### src/rtl/uart_pkg.sv
// Shared types and helpers for the configurable UART transmitter.
// Latency: n/a (types, constants and pure functions only).
// Backpressure: n/a.
package uart_pkg;

  localparam int DATA_W_MIN = 5;
  localparam int DATA_W_MAX = 9;

  typedef enum logic [1:0] {
    PAR_NONE = 2'd0,
    PAR_EVEN = 2'd1,
    PAR_ODD  = 2'd2,
    PAR_RSVD = 2'd3
  } t_parity;

  typedef enum logic [2:0] {
    S_IDLE   = 3'd0,
    S_START  = 3'd1,
    S_DATA   = 3'd2,
    S_PARITY = 3'd3,
    S_STOP   = 3'd4
  } t_tx_state;

  // Reserved parity code behaves exactly like "none".
  function automatic logic parity_en(input t_parity par);
    return (par == PAR_EVEN) || (par == PAR_ODD);
  endfunction

  // Data is zero-extended to the widest frame; extra zeros do not disturb the XOR.
  function automatic logic parity_bit(input logic [DATA_W_MAX-1:0] dat, input t_parity par);
    return (^dat) ^ (par == PAR_ODD);
  endfunction

endpackage

### src/rtl/uart_baud_tick.sv
// Bit-period timer: down-counter reloaded at every bit boundary, one-cycle TICK in the last cycle of a bit.
// Latency: RESTART at edge t makes the first bit end CLKDIV+1 cycles later; divisor is frozen at RESTART.
// Backpressure: none; free-running between restarts.
module uart_baud_tick #(
  parameter int DIV_W = 16
) (
  input  logic             CLK,
  input  logic             SRSTN,
  input  logic [DIV_W-1:0] CLKDIV,
  input  logic             RESTART,
  output logic             TICK,
  output logic             TICK_NXT
);

  logic [DIV_W-1:0] cnt;
  logic [DIV_W-1:0] div_q;

  // Count down through the bit; reload from the frame's frozen divisor at each boundary.
  always_ff @(posedge CLK or negedge SRSTN) begin
    if (!SRSTN) begin
      cnt   <= '0;
      div_q <= '0;
    end else if (RESTART) begin
      cnt   <= CLKDIV;
      div_q <= CLKDIV;
    end else if (cnt == '0) begin
      cnt <= div_q;
    end else begin
      cnt <= cnt - DIV_W'(1);
    end
  end

  // TICK marks the final cycle of a bit; TICK_NXT says the next cycle will be one
  // (ignores RESTART, which only ever leads into a start bit).
  assign TICK     = (cnt == '0);
  assign TICK_NXT = TICK ? (div_q == '0) : (cnt == DIV_W'(1));

endmodule

### src/rtl/uart_tx_cfg.sv
// UART transmitter with compile-time data width, run-time parity/stop config and a one-entry holding buffer.
// Latency: transfer at edge t while idle drives the start bit from edge t+1; frames chain with no idle bit.
// Backpressure: READY low while the holding buffer is occupied; it frees when the FSM loads a frame.
module uart_tx_cfg
  import uart_pkg::*;
#(
  parameter int DATA_W = 8,
  parameter int DIV_W  = 16
) (
  input  logic              CLK,
  input  logic              SRSTN,
  input  logic [DIV_W-1:0]  CLKDIV,
  input  logic [1:0]        PARITY,
  input  logic              STOP2,
  input  logic [DATA_W-1:0] DATA,
  input  logic              VALID,
  output logic              READY,
  output logic              SERIAL,
  output logic              BUSY,
  output logic              DONE
);

  localparam int              IDX_W    = $clog2(DATA_W);
  localparam logic [IDX_W-1:0] LAST_IDX = IDX_W'(DATA_W - 1);

  if ((DATA_W < DATA_W_MIN) || (DATA_W > DATA_W_MAX)) begin : g_bad_data_w
    $error("uart_tx_cfg: DATA_W must be within 5..9");
  end

  // Holding buffer; READY doubles as its empty flag.
  logic              buf_vld;
  logic [DATA_W-1:0] buf_dat;
  t_parity           buf_par;
  logic              buf_stop2;

  // Per-frame state, captured when the FSM loads a frame.
  t_tx_state         state;
  logic [DATA_W-1:0] shreg;
  logic [IDX_W-1:0]  bit_idx;
  logic              par_bit;
  logic              par_en;
  logic              stop2_f;
  logic              stop_idx;

  logic              tick;
  logic              tick_nxt;
  logic              stop_last;
  logic              frame_end;
  logic              start_idle;
  logic              start_b2b;
  logic              frame_load;
  logic              bypass;
  logic              take;
  logic              enter_stop;
  logic              done_nxt;
  logic [DATA_W-1:0] ld_dat;
  t_parity           ld_par;
  logic              ld_stop2;

  assign buf_vld = ~READY;

  uart_baud_tick #(
    .DIV_W (DIV_W)
  ) u_baud (
    .CLK      (CLK),
    .SRSTN    (SRSTN),
    .CLKDIV   (CLKDIV),
    .RESTART  (frame_load),
    .TICK     (tick),
    .TICK_NXT (tick_nxt)
  );

  // Frame sequencing decisions. A transfer in the DONE cycle goes straight into
  // the next frame (bypassing the buffer) so the link never shows an idle bit.
  always_comb begin
    stop_last  = ~stop2_f | stop_idx;
    frame_end  = (state == S_STOP) && tick && stop_last;
    start_idle = (state == S_IDLE) && buf_vld;
    start_b2b  = frame_end && (buf_vld || VALID);
    frame_load = start_idle || start_b2b;
    bypass     = start_b2b && !buf_vld;
    take       = VALID && READY;
    ld_dat     = buf_vld ? buf_dat   : DATA;
    ld_par     = buf_vld ? buf_par   : t_parity'(PARITY);
    ld_stop2   = buf_vld ? buf_stop2 : STOP2;
    enter_stop = tick && (((state == S_DATA) && (bit_idx == LAST_IDX) && !par_en) ||
                          (state == S_PARITY));
    // DONE is registered, so raise it on the edge that enters the last cycle of the last stop bit.
    done_nxt   = tick_nxt && (((state == S_STOP) && (tick ? !stop_last : stop_last)) ||
                              (enter_stop && !stop2_f));
  end

  // Holding buffer: capture on handshake, release when the FSM takes the entry.
  always_ff @(posedge CLK or negedge SRSTN) begin
    if (!SRSTN) begin
      READY     <= 1'b1;
      buf_dat   <= '0;
      buf_par   <= PAR_NONE;
      buf_stop2 <= 1'b0;
    end else if (take && !bypass) begin
      READY     <= 1'b0;
      buf_dat   <= DATA;
      buf_par   <= t_parity'(PARITY);
      buf_stop2 <= STOP2;
    end else if (frame_load && buf_vld) begin
      READY <= 1'b1;
    end
  end

  // Transmit FSM with registered SERIAL/BUSY/DONE.
  always_ff @(posedge CLK or negedge SRSTN) begin
    if (!SRSTN) begin
      state    <= S_IDLE;
      shreg    <= '0;
      bit_idx  <= '0;
      par_bit  <= 1'b0;
      par_en   <= 1'b0;
      stop2_f  <= 1'b0;
      stop_idx <= 1'b0;
      SERIAL   <= 1'b1;
      BUSY     <= 1'b0;
      DONE     <= 1'b0;
    end else begin
      DONE <= done_nxt;
      if (frame_load) begin
        shreg   <= ld_dat;
        par_en  <= parity_en(ld_par);
        par_bit <= parity_bit(DATA_W_MAX'(ld_dat), ld_par);
        stop2_f <= ld_stop2;
      end
      case (state)
        S_IDLE: begin
          SERIAL <= 1'b1;
          if (start_idle) begin
            state  <= S_START;
            SERIAL <= 1'b0;
            BUSY   <= 1'b1;
          end
        end
        S_START: begin
          if (tick) begin
            state   <= S_DATA;
            SERIAL  <= shreg[0];
            bit_idx <= '0;
          end
        end
        S_DATA: begin
          if (tick) begin
            if (bit_idx == LAST_IDX) begin
              if (par_en) begin
                state  <= S_PARITY;
                SERIAL <= par_bit;
              end else begin
                state    <= S_STOP;
                SERIAL   <= 1'b1;
                stop_idx <= 1'b0;
              end
            end else begin
              bit_idx <= bit_idx + IDX_W'(1);
              shreg   <= shreg >> 1;
              SERIAL  <= shreg[1];
            end
          end
        end
        S_PARITY: begin
          if (tick) begin
            state    <= S_STOP;
            SERIAL   <= 1'b1;
            stop_idx <= 1'b0;
          end
        end
        S_STOP: begin
          if (tick) begin
            if (stop_last) begin
              if (start_b2b) begin
                state  <= S_START;
                SERIAL <= 1'b0;
              end else begin
                state <= S_IDLE;
                BUSY  <= 1'b0;
              end
            end else begin
              stop_idx <= 1'b1;
            end
          end
        end
        default: begin
          state  <= S_IDLE;
          SERIAL <= 1'b1;
          BUSY   <= 1'b0;
        end
      endcase
    end
  end

endmodule

### config.mk
export PLATFORM = sky130hd
export DESIGN_NAME = uart_tx_cfg
export DESIGN_NICKNAME = d
export VERILOG_FILES = /design/src/rtl/uart_pkg.sv /design/src/rtl/uart_baud_tick.sv /design/src/rtl/uart_tx_cfg.sv
export SDC_FILE = /design/constraint.sdc
export NUM_CORES = 1
export LEC_CHECK = 0
export BUFFER_PORTS_ARGS = -buffer_cell sky130_fd_sc_hd__buf_2
export CORE_AREA = 2 2 69 97
export CTS_CLUSTER_DIAMETER = 200
export DETAILED_ROUTE_END_ITERATION = 12
export DIE_AREA = 0 0 71 99
export HOLD_SLACK_MARGIN = 0.03
export PLACE_DENSITY_LB_ADDON = 0.3
export SLEW_MARGIN = 30
export SYNTH_ARGS = -nofsm -noshare
export SYNTH_HDL_FRONTEND = slang
export SYNTH_SLANG_ARGS = --single-unit
### constraint.sdc
create_clock -name CLK -period 3.2 [get_ports CLK]
set_input_delay 0.32 -clock CLK [delete_from_list [all_inputs] [get_ports CLK]]
set_output_delay 0.32 -clock CLK [all_outputs]
set_load 0.01 [all_outputs]
==> impl_metrics.csv, run 1 <==
group,metric,value,unit
outcome,outcome,"complete, no violations",
synth,synthSimpleGateAreaFrac,0.182,
min_path,min_path_type,"input port to register",
timing,clock.fmax,0.388,GHz
placed_design,placed_cells,442,
setup_path,r2r_start,"u_baud.cnt[0]",
timing,rsz0062_at_grt,"false",
final_layout,finalNetCount,417,
timing,finalMaxSlewViolations,0,
routing,wl_per_cell,17.1,um
timing,min_period,2.57,ns
setup_path,criticalPathCategory,"register to register",
synth,ys.flop_type,"dfrtp_1",
clock_network,cts-root-buf,"clkbuf_8",
routing,vias,2713,
synth,yosysTopAreaCell,"dfrtp_1",
synth,synth_top_area_share,0.443,
synth,ys_warn_count,0,
clock_network,cts_buffers,9,
synth,netlist_instances,345,
setup_path,critPathRequiredTime,3.43,ns
timing,worst_slew_pin_slew,0.717,ns
power_and_ir_drop,ir_drop,0.536,mV
die,io_pins,34,
placed_design,io_buffer_count,33,
timing,skew,0.0106,ns
min_path,whs_path_depth,3,
synth,synth_compound_area_frac,0.132,
placed_design,postPlaceCellArea,0.00378,mm^2
die,core_area,0.00617,mm^2
timing,setup_violations,0,
setup_path,cp_cell_sequence,"inv_1 > ha_1 > nor3b_2 > buf_4 > nand4_2 > buf_4 > o311a_1 > mux2_2",
die,die_y,99,um
clock_network,cts_sinks,65,
synth,synth.most_common_cell,"dfrtp_1",
synth,synth.net_count,380,
routing,viasPerCell,5.91,
timing,slew_headroom,0.522,
clock_network,cts_setup_buffers,0,
synth,syn_area,0.00356,mm^2
final_layout,nFillCells,486,
placed_design,gp_congestion,0.964,
routing,drt.antenna.violating_nets,0,
die,die_w,71,um
final_layout,syn_to_final_growth,11.3,%
min_path,min-delay-start,"CLKDIV[5]",
clock_network,clock_latency,0.35,ns
setup_path,critPathArrivalTime,2.80,ns
setup_path,cpMaxStageDelayCell,"o311a_1",
power_and_ir_drop,leakagePower,0.00181,uW
routing,drt_wl_total,7840,um
final_layout,drive_above_1_share,0.230,
setup_path,crit_path_end_kind,"register",
synth,netlist_top_cells_count,"dfrtp_1 (63), nand2_1 (59), nor2_1 (23)",
placed_design,dp_hpwl,5760,um
synth,synth_edf_count,0,
setup_path,reg2reg_to,"buf_par[1]",
synth,avgSynthCellArea,10.3,um^2
clock_network,ctsHoldBuffers,1,
timing,fin_crit_sh,0.804,
global_route,grt_antenna_before_repair,0,
die,initial_utilization,0.577,
final_layout,diodes,0,
routing,drc_errors,0,
die,die-area,0.00703,mm^2
global_route,grt_pass1_vias,2822,
min_path,whs_endpoint,"u_baud.div_q[5]",
synth,ys_top_cells_by_area,"dfrtp_1 (44%), nand2_1 (6.2%), mux2i_1 (5.1%), mux2_4 (3.8%), mux2_2 (3.5%)",
clock_network,post_cts_resized,0,
clock_network,htreeDepth,3,
routing,drt_iter0_drc,166,
final_layout,fin_area,0.00396,mm^2
setup_path,max_stage_delay,0.67,ns
setup_path,r2r_slack,0.63,ns
timing,tns,0,ns
clock_network,ctsLongestPathBuffers,2,
synth,async_flop_share,1.00,
global_route,grt_max_degree,31,
synth,synth_mux_area_frac,0.123,
global_route,grtUsageTotal,0.246,
die,rows,34,
global_route,gr-total-overflow,0,
power_and_ir_drop,power_density,877,mW/mm^2
synth,synthAdderAreaFrac,0.0176,
setup_path,start_kind,"register",
synth,synth-xor-area-share,0.0457,
synth,yosysSeqAreaShare,0.458,
synth,synth_top_family_by_area,"simple AND/OR/NAND/NOR gates",
synth,ys_ff_latch,65,
setup_path,crit_top_cell,"buf_4",
setup_path,cp_max_fo,21,
routing,first_pass_iters,4,
setup_path,reg2regPathDepth,8,
global_route,grt_pass1_wl,13400,um
final_layout,layoutNonFillerInstCount,459,
clock_network,cts_tree,"yes",
job,maxCapViolations,0,
timing,final_hold_viol_count,0,
synth,yosysUniqueCellTypes,63,
clock_network,clkTransAtPathRegs,0.07,ns
critical path, delay by kind of cell, from the launching register on:
| kind | cells | cell delay, ns |
|---|---|---|
| compound gates | 1 | 0.67 |
| fa+ha+maj | 1 | 0.24 |
| buf+inv | 3 | 0.49 |
| flops | 1 | 0.42 |
| mux | 1 | 0.41 |
| simple gates | 2 | 0.22 |
per-layer routing:
layer,vias up,global-route usage,share of wire
li1,1298,-,-
met3,14,0.0327,0.042
met2,73,0.431,0.54
met5,-,0,0
met1,1328,0.291,0.40
met4,0,0.123,0.019
cells by family after synthesis:
family,after synthesis
multiplexers,38
XOR/XNOR,17
adder cells (fa/ha/maj),5
AO/OA/AOI/OAI,65
AND/OR/NAND/NOR,126
flip-flops,65
buffers and inverters,29
final cells by class:
type,instances,area (um^2),share of cell area
Multi-Input combinational cell,251,1780,0.450
Sequential cell,65,1630,0.411
Timing Repair Buffer,42,235,0.0594
Clock buffer,14,163,0.0411
Tap cell,72,90.1,0.0227
Inverter,13,48.8,0.0123
Clock inverter,2,12.5,0.00316
state kept, by name (all words and copies together) (netlist names), 2 cells and up:
signal / cells
state: 3
bit_idx: 3
buf_par: 2
u_baud.cnt: 16
shreg: 8
buf_dat: 8
u_baud.div_q: 16
how the worst max path moves through the flow:
stage                        from          to  slack, ns  depth (start not counted)
global placement    u_baud.cnt[0]   buf_stop2       0.70                          8
detailed placement  u_baud.cnt[0]  buf_par[1]       0.62                          8
global route        u_baud.cnt[0]  buf_par[1]       0.47                          8
floorplan           u_baud.cnt[0]    shreg[1]       0.90                          8
CTS                 u_baud.cnt[0]  buf_par[1]       0.60                          8
finish              u_baud.cnt[0]  buf_par[1]       0.63                          8
layout by cell type (no fill, tap or decap), drive strengths merged, types with 4 or more instances in the layout:
cell type / Yosys / routed
mux2: 20 / 20
a21o: 4 / 4
ha: 5 / 5
nor3: 5 / 5
a21oi: 13 / 13
xor2: 6 / 6
buf: 13 / 41
inv: 13 / 13
dfrtp: 63 / 63
a211oi: 4 / 4
mux2i: 18 / 18
o21ai: 13 / 13
clkbuf: 3 / 14
nor4: 8 / 8
xnor2: 10 / 10
nand2: 59 / 59
nor2: 23 / 23
and2: 6 / 6
metrics by stage:
| step | worst slack, ns | util | hold slack [ns] | total power [uW] |
|---|---|---|---|---|
| 6_report | 0.626 | 0.642 | 0.178 | 3470 |
| 2_1_floorplan | 0.902 | - | 0.0244 | 2520 |
| 3_3_place_gp | 0.700 | 0.612 | 0.364 | 2790 |
| 4_1_cts | 0.605 | 0.642 | 0.170 | 3480 |
| 5_1_grt | 0.471 | 0.642 | 0.192 | 3720 |
| 3_5_place_dp | 0.615 | 0.612 | 0.369 | 2850 |
where the power goes:
part           switching (uW)  internal [uW]
registers                 364           1180
clock network             304            323
logic                     586            715
total                    1250           2220
Power figures use the tool's default switching activity.
==> run 2: changes to the inputs <==
clock period = 2.6 ns   (was 3.2 ns; I/O delays follow)
==> impl_metrics.csv, run 2 (synthesized netlist as in run 1, its figures left out) <==
group,metric,value,unit
routing,drc_errors,0,
die,die_y,99,um
placed_design,gp_congestion,0.900,
clock_network,post_cts_resized,0,
setup_path,r2r_slack,0.16,ns
setup_path,critPathArrivalTime,2.68,ns
setup_path,cpMaxStageDelayCell,"o311a_1",
power_and_ir_drop,power_switching,1590,uW
setup_path,cp_num_cells,7,
timing,tns,0,ns
global_route,grtUsageTotal,0.246,
global_route,grt_antenna_before_repair,0,
setup_path,start_kind,"register",
die,initial_utilization,0.577,
global_route,gr-total-overflow,0,
routing,drt_wl_total,7930,um
die,core_area,0.00617,mm^2
clock_network,htreeDepth,3,
global_route,grt_max_degree,66,
timing,setup_ws,0.162,ns
timing,slew_headroom,0.533,
final_layout,drive_above_1_share,0.246,
routing,wl_per_cell,17.1,um
routing,viasPerCell,5.92,
timing,clock.fmax,0.410,GHz
placed_design,dp_slack,0.159,ns
clock_network,clkTransAtPathRegs,0.08,ns
timing,finalMaxSlewViolations,0,
global_route,grt_pass1_wl,13300,um
routing,vias,2741,
routing,drt_iter0_drc,169,
setup_path,critPathLaunch,"u_baud.cnt[0]",
setup_path,r2r_start,"u_baud.cnt[0]",
clock_network,cts_buffers,9,
power_and_ir_drop,leakagePower,0.00186,uW
final_layout,diodes,0,
routing,drt.antenna.violating_nets,0,
timing,worst_slew_pin_slew,0.701,ns
setup_path,path_delay_family,"compound AO/OA/AOI/OAI gates",
timing,rsz0062_at_grt,"false",
final_layout,syn_to_final_growth,13.7,%
setup_path,crit_path_end_kind,"register",
timing,fin_crit_sh,0.938,
die,die_w,71,um
min_path,min_path_type,"input port to register",
outcome,outcome,"complete, no violations",
power_and_ir_drop,p_int,2830,uW
clock_network,cts_sinks,65,
setup_path,cp-endpoint,"buf_par[1]",
power_and_ir_drop,p_seq_frac,0.428,
die,rows,34,
power_and_ir_drop,power_density,1090,mW/mm^2
die,die-area,0.00703,mm^2
power_and_ir_drop,p_sw_frac,0.360,
global_route,grt_pass1_vias,2855,
power_and_ir_drop,pwr-share-clk,0.200,
final_layout,final_cell_mix,"dfrtp_1 (63), nand2_1 (59), buf_2 (33)",
die,io_pins,34,
clock_network,cts_tree,"yes",
clock_network,ctsHoldBuffers,1,
setup_path,critPathRequiredTime,2.84,ns
setup_path,criticalPathCategory,"register to register",
final_layout,reg_top3,"u_baud.cnt: 16 flops, u_baud.div_q: 16 flops",
placed_design,io_buffer_count,33,
timing,min_period,2.44,ns
placed_design,dp_hpwl,5670,um
final_layout,finalNetCount,421,
timing,final_hold_viol_count,0,
final_layout,nFillCells,498,
clock_network,cts_setup_buffers,0,
setup_path,max_stage_delay,0.66,ns
job,maxCapViolations,0,
power_and_ir_drop,pwr-share-comb,0.371,
final_layout,layout_commonest_cell,"dfrtp_1",
clock_network,ctsLongestPathBuffers,2,
routing,first_pass_iters,4,
timing,skew,0.0111,ns
power_and_ir_drop,ir_drop,0.964,mV
setup_path,reg2reg_to,"buf_par[1]",
clock_network,cts-root-buf,"clkbuf_8",
setup_path,path_buf_inv,2,
clock_network,clock_latency,0.36,ns
setup_path,cp_max_fo,21,
timing,setup_violations,0,
setup_path,reg2regPathDepth,7,
setup_path,cp_cell_sequence,"inv_1 > ha_1 > nor3b_2 > nand4_2 > buf_4 > o311a_1 > mux2_2",
run 2: through the flow:
| stage | cell area [um^2] | std cells | util | hold slack, ns | total power, uW |
|---|---|---|---|---|---|
| 2_1_floorplan | 3560 | 345 | - | -0.0356 | 3100 |
| 3_3_place_gp | 3830 | 446 | 0.621 | 0.300 | 3450 |
| 3_5_place_dp | 3830 | 446 | 0.621 | 0.301 | 3540 |
| 4_1_cts | 4050 | 463 | 0.656 | 0.0888 | 4450 |
| 5_1_grt | 4050 | 463 | 0.656 | 0.112 | 4720 |
| 6_report | 4050 | 463 | 0.656 | 0.0970 | 4420 |
run 2: worst min-delay path by stage:
stage / from / end / slack, ns / depth (start not counted)
after floorplan: SRSTN / BUSY / -0.04 / 0
after global placement: SRSTN / u_baud.div_q[11] / 0.30 / 2
after detailed placement: SRSTN / u_baud.div_q[8] / 0.30 / 2
after CTS: CLKDIV[8] / u_baud.div_q[8] / 0.09 / 3
after global routing: CLKDIV[6] / u_baud.div_q[6] / 0.11 / 3
final: CLKDIV[8] / u_baud.div_q[8] / 0.1 / 3
run 2: routing by layer:
| layer | wire length [um] | GRT usage | vias to the layer above |
|---|---|---|---|
| li1 | - | - | 1309 |
| met1 | 3100 | 0.271 | 1331 |
| met2 | 4250 | 0.437 | 76 |
| met3 | 333 | 0.0501 | 25 |
| met4 | 248 | 0.131 | 0 |
| met5 | 0 | 0 | - |
run 2: tightest hold or removal path: stages:
cell and delay [ns]:
buf_2 0.07, nand2_1 0.05, nand2_1 0.05
run 2: power groups by stage:
stage          Sequential [uW]  Combinational, uW  Clock, uW
3_3_place_gp              1870               1590          0
4_1_cts                   1890               1660        903
6_report                  1900               1640        886
5_1_grt                   1950               1830        936
2_1_floorplan             1750               1350          0
3_5_place_dp              1890               1660          0
run 2: final cells by class:
cell class,count,area (um^2),area share
Timing Repair Buffer,46,290,0.0717
Tap cell,72,90.1,0.0223
Clock inverter,6,67.6,0.0167
Clock buffer,10,138,0.0340
Multi-Input combinational cell,251,1780,0.441
Sequential cell,65,1630,0.403
Inverter,13,48.8,0.0121
==> run 3: changes to the inputs <==
==> constraint.sdc (replaced) <==
create_clock -name CLK -period 2.6 [get_ports CLK]
set_input_delay 0.13 -clock CLK [delete_from_list [all_inputs] [get_ports CLK]]
set_output_delay 0.13 -clock CLK [all_outputs]
set_load 0.01 [all_outputs]
==> impl_metrics.csv, run 3 (synthesized netlist as in run 1, its figures left out) <==
group,metric,value,unit
timing,worst_slew_pin_slew,0.807,ns
clock_network,cts_sinks,65,
final_layout,regArea,0.00163,mm^2
final_layout,nFillCells,457,
timing,clock.fmax,0.423,GHz
clock_network,htreeDepth,3,
timing,hold_ws,0.0330,ns
power_and_ir_drop,pwr-share-comb,0.389,
power_and_ir_drop,p_sw_frac,0.357,
routing,drt_iter0_drc,142,
timing,min_period,2.36,ns
final_layout,syn_to_final_growth,17.8,%
timing,setup_violations,0,
timing,slew_headroom,0.462,
timing,finalMaxSlewViolations,0,
setup_path,critPathRequiredTime,2.82,ns
global_route,grt_max_degree,66,
routing,vias,2810,
die,initial_utilization,0.577,
timing,final_hold_viol_count,0,
placed_design,dp_hpwl,5660,um
routing,viasPerCell,5.84,
setup_path,criticalPathCategory,"register to register",
die,io_pins,34,
placed_design,io_buffer_count,33,
clock_network,cts_tree,"yes",
global_route,grt_pass1_vias,2873,
final_layout,diodes,0,
timing,tns,0,ns
die,rows,34,
global_route,grt_antenna_before_repair,0,
min_path,min_path_type,"input port to register",
global_route,grtUsageTotal,0.250,
setup_path,critPathArrivalTime,2.59,ns
timing,rsz0062_at_grt,"false",
power_and_ir_drop,power_switching,1540,uW
routing,drt_wl_total,7960,um
die,die_y,99,um
power_and_ir_drop,p_seq_frac,0.436,
outcome,outcome,"complete, no violations",
setup_path,crit_path_end_kind,"register",
final_layout,reg_top3,"u_baud.cnt: 16 flops, u_baud.div_q: 16 flops",
clock_network,cts-root-buf,"clkbuf_8",
die,core_area,0.00617,mm^2
setup_path,r2r_slack,0.24,ns
die,die_w,71,um
power_and_ir_drop,power_density,1030,mW/mm^2
global_route,grt_pass1_wl,13400,um
final_layout,finalNetCount,441,
final_layout,drive_above_1_share,0.225,
setup_path,start_kind,"register",
timing,skew,0.0114,ns
timing,setup_ws,0.236,ns
setup_path,cp_max_fo,21,
timing,fin_crit_sh,0.909,
die,die-area,0.00703,mm^2
clock_network,clock_latency,0.35,ns
routing,wl_per_cell,16.6,um
power_and_ir_drop,p_int,2770,uW
clock_network,ctsLongestPathBuffers,2,
clock_network,clkTransAtPathRegs,0.07,ns
power_and_ir_drop,ir_drop,0.970,mV
job,maxCapViolations,0,
clock_network,cts_setup_buffers,0,
placed_design,dp_slack,0.157,ns
global_route,gr-total-overflow,0,
routing,drc_errors,0,
clock_network,cts_buffers,9,
final_layout,layout_commonest_cell,"dfrtp_1",
routing,first_pass_iters,4,
final_layout,final_cell_mix,"dfrtp_1 (63), nand2_1 (59), buf_2 (33)",
placed_design,gp_congestion,0.901,
routing,drt.antenna.violating_nets,0,
final_layout,multi_input_area,0.00178,mm^2
power_and_ir_drop,leakagePower,0.00192,uW
power_and_ir_drop,pwr-share-clk,0.174,
==> run 3: cell count changes in the layout (fill, tap and decap cells not counted), sizes merged <==
cell	previous run	this run
clkbuf	10	14
clkinv	3	0
bufinv	1	0
clkinvlp	2	0
dlygate4sd3	1	21
==> run 3: metal layers <==
metal | vias to the layer above | part of all wire | track usage
li1 | 1350 | - | -
met1 | 1370 | 0.40 | 0.279
met2 | 70 | 0.53 | 0.429
met3 | 20 | 0.035 | 0.0562
met4 | 0 | 0.031 | 0.147
met5 | - | 0 | 0
==> run 3: layout make-up <==
| type | instances | area share |
|---|---|---|
| sequential | 65 | 0.389 |
| multi-input combinational | 251 | 0.426 |
| inverter | 13 | 0.0116 |
| tap | 72 | 0.0215 |
| timing repair buffer | 66 | 0.114 |
| clock buffer | 14 | 0.0388 |
==> run 3: final timing paths <==
kind	startpoint	endpoint	depth (start not counted)
worst min register to register	stop_idx	stop_idx	1
worst min-delay path	DATA[6]	buf_dat[6]	2
max in group asynchronous	SRSTN	u_baud.cnt[7]	3
worst max register to register	u_baud.cnt[0]	buf_dat[5]	7
worst max-delay path	u_baud.cnt[0]	buf_dat[5]	7
min in group asynchronous	SRSTN	u_baud.div_q[8]	3
==> run 3: through the flow <==
step	utilization	total power (uW)	cells	area (um^2)
after CTS	0.680	4320	481	4190
after global routing	0.680	4620	481	4190
after global placement	0.619	3450	446	3820
after floorplan	-	3100	345	3560
after detailed placement	0.619	3550	446	3820
final	0.680	4310	481	4190
==> run 3: power by group through the flow <==
stage,registers [uW],logic (uW),clock network (uW)
after global placement,1860,1580,0
after floorplan,1750,1350,0
final,1880,1680,751
after global routing,1950,1870,806
after detailed placement,1890,1660,0
after CTS,1880,1690,758
==> run 3: repair_timing <==
item | in CTS | in global routing
resized for setup | 0 | 1
endpoints found under the hold margin | 83 | 0
hold buffers | 21 | 0
endpoints found under the setup margin | 0 | 11
==> run 3: worst max-delay path: stages, from the launching register on <==
cell and delay, ns:
dfrtp_1 0.43, inv_1 0.09, ha_1 0.23, nor3b_2 0.24, nand4_2 0.09, buf_4 0.23
o311a_2 0.56, mux2_4 0.35
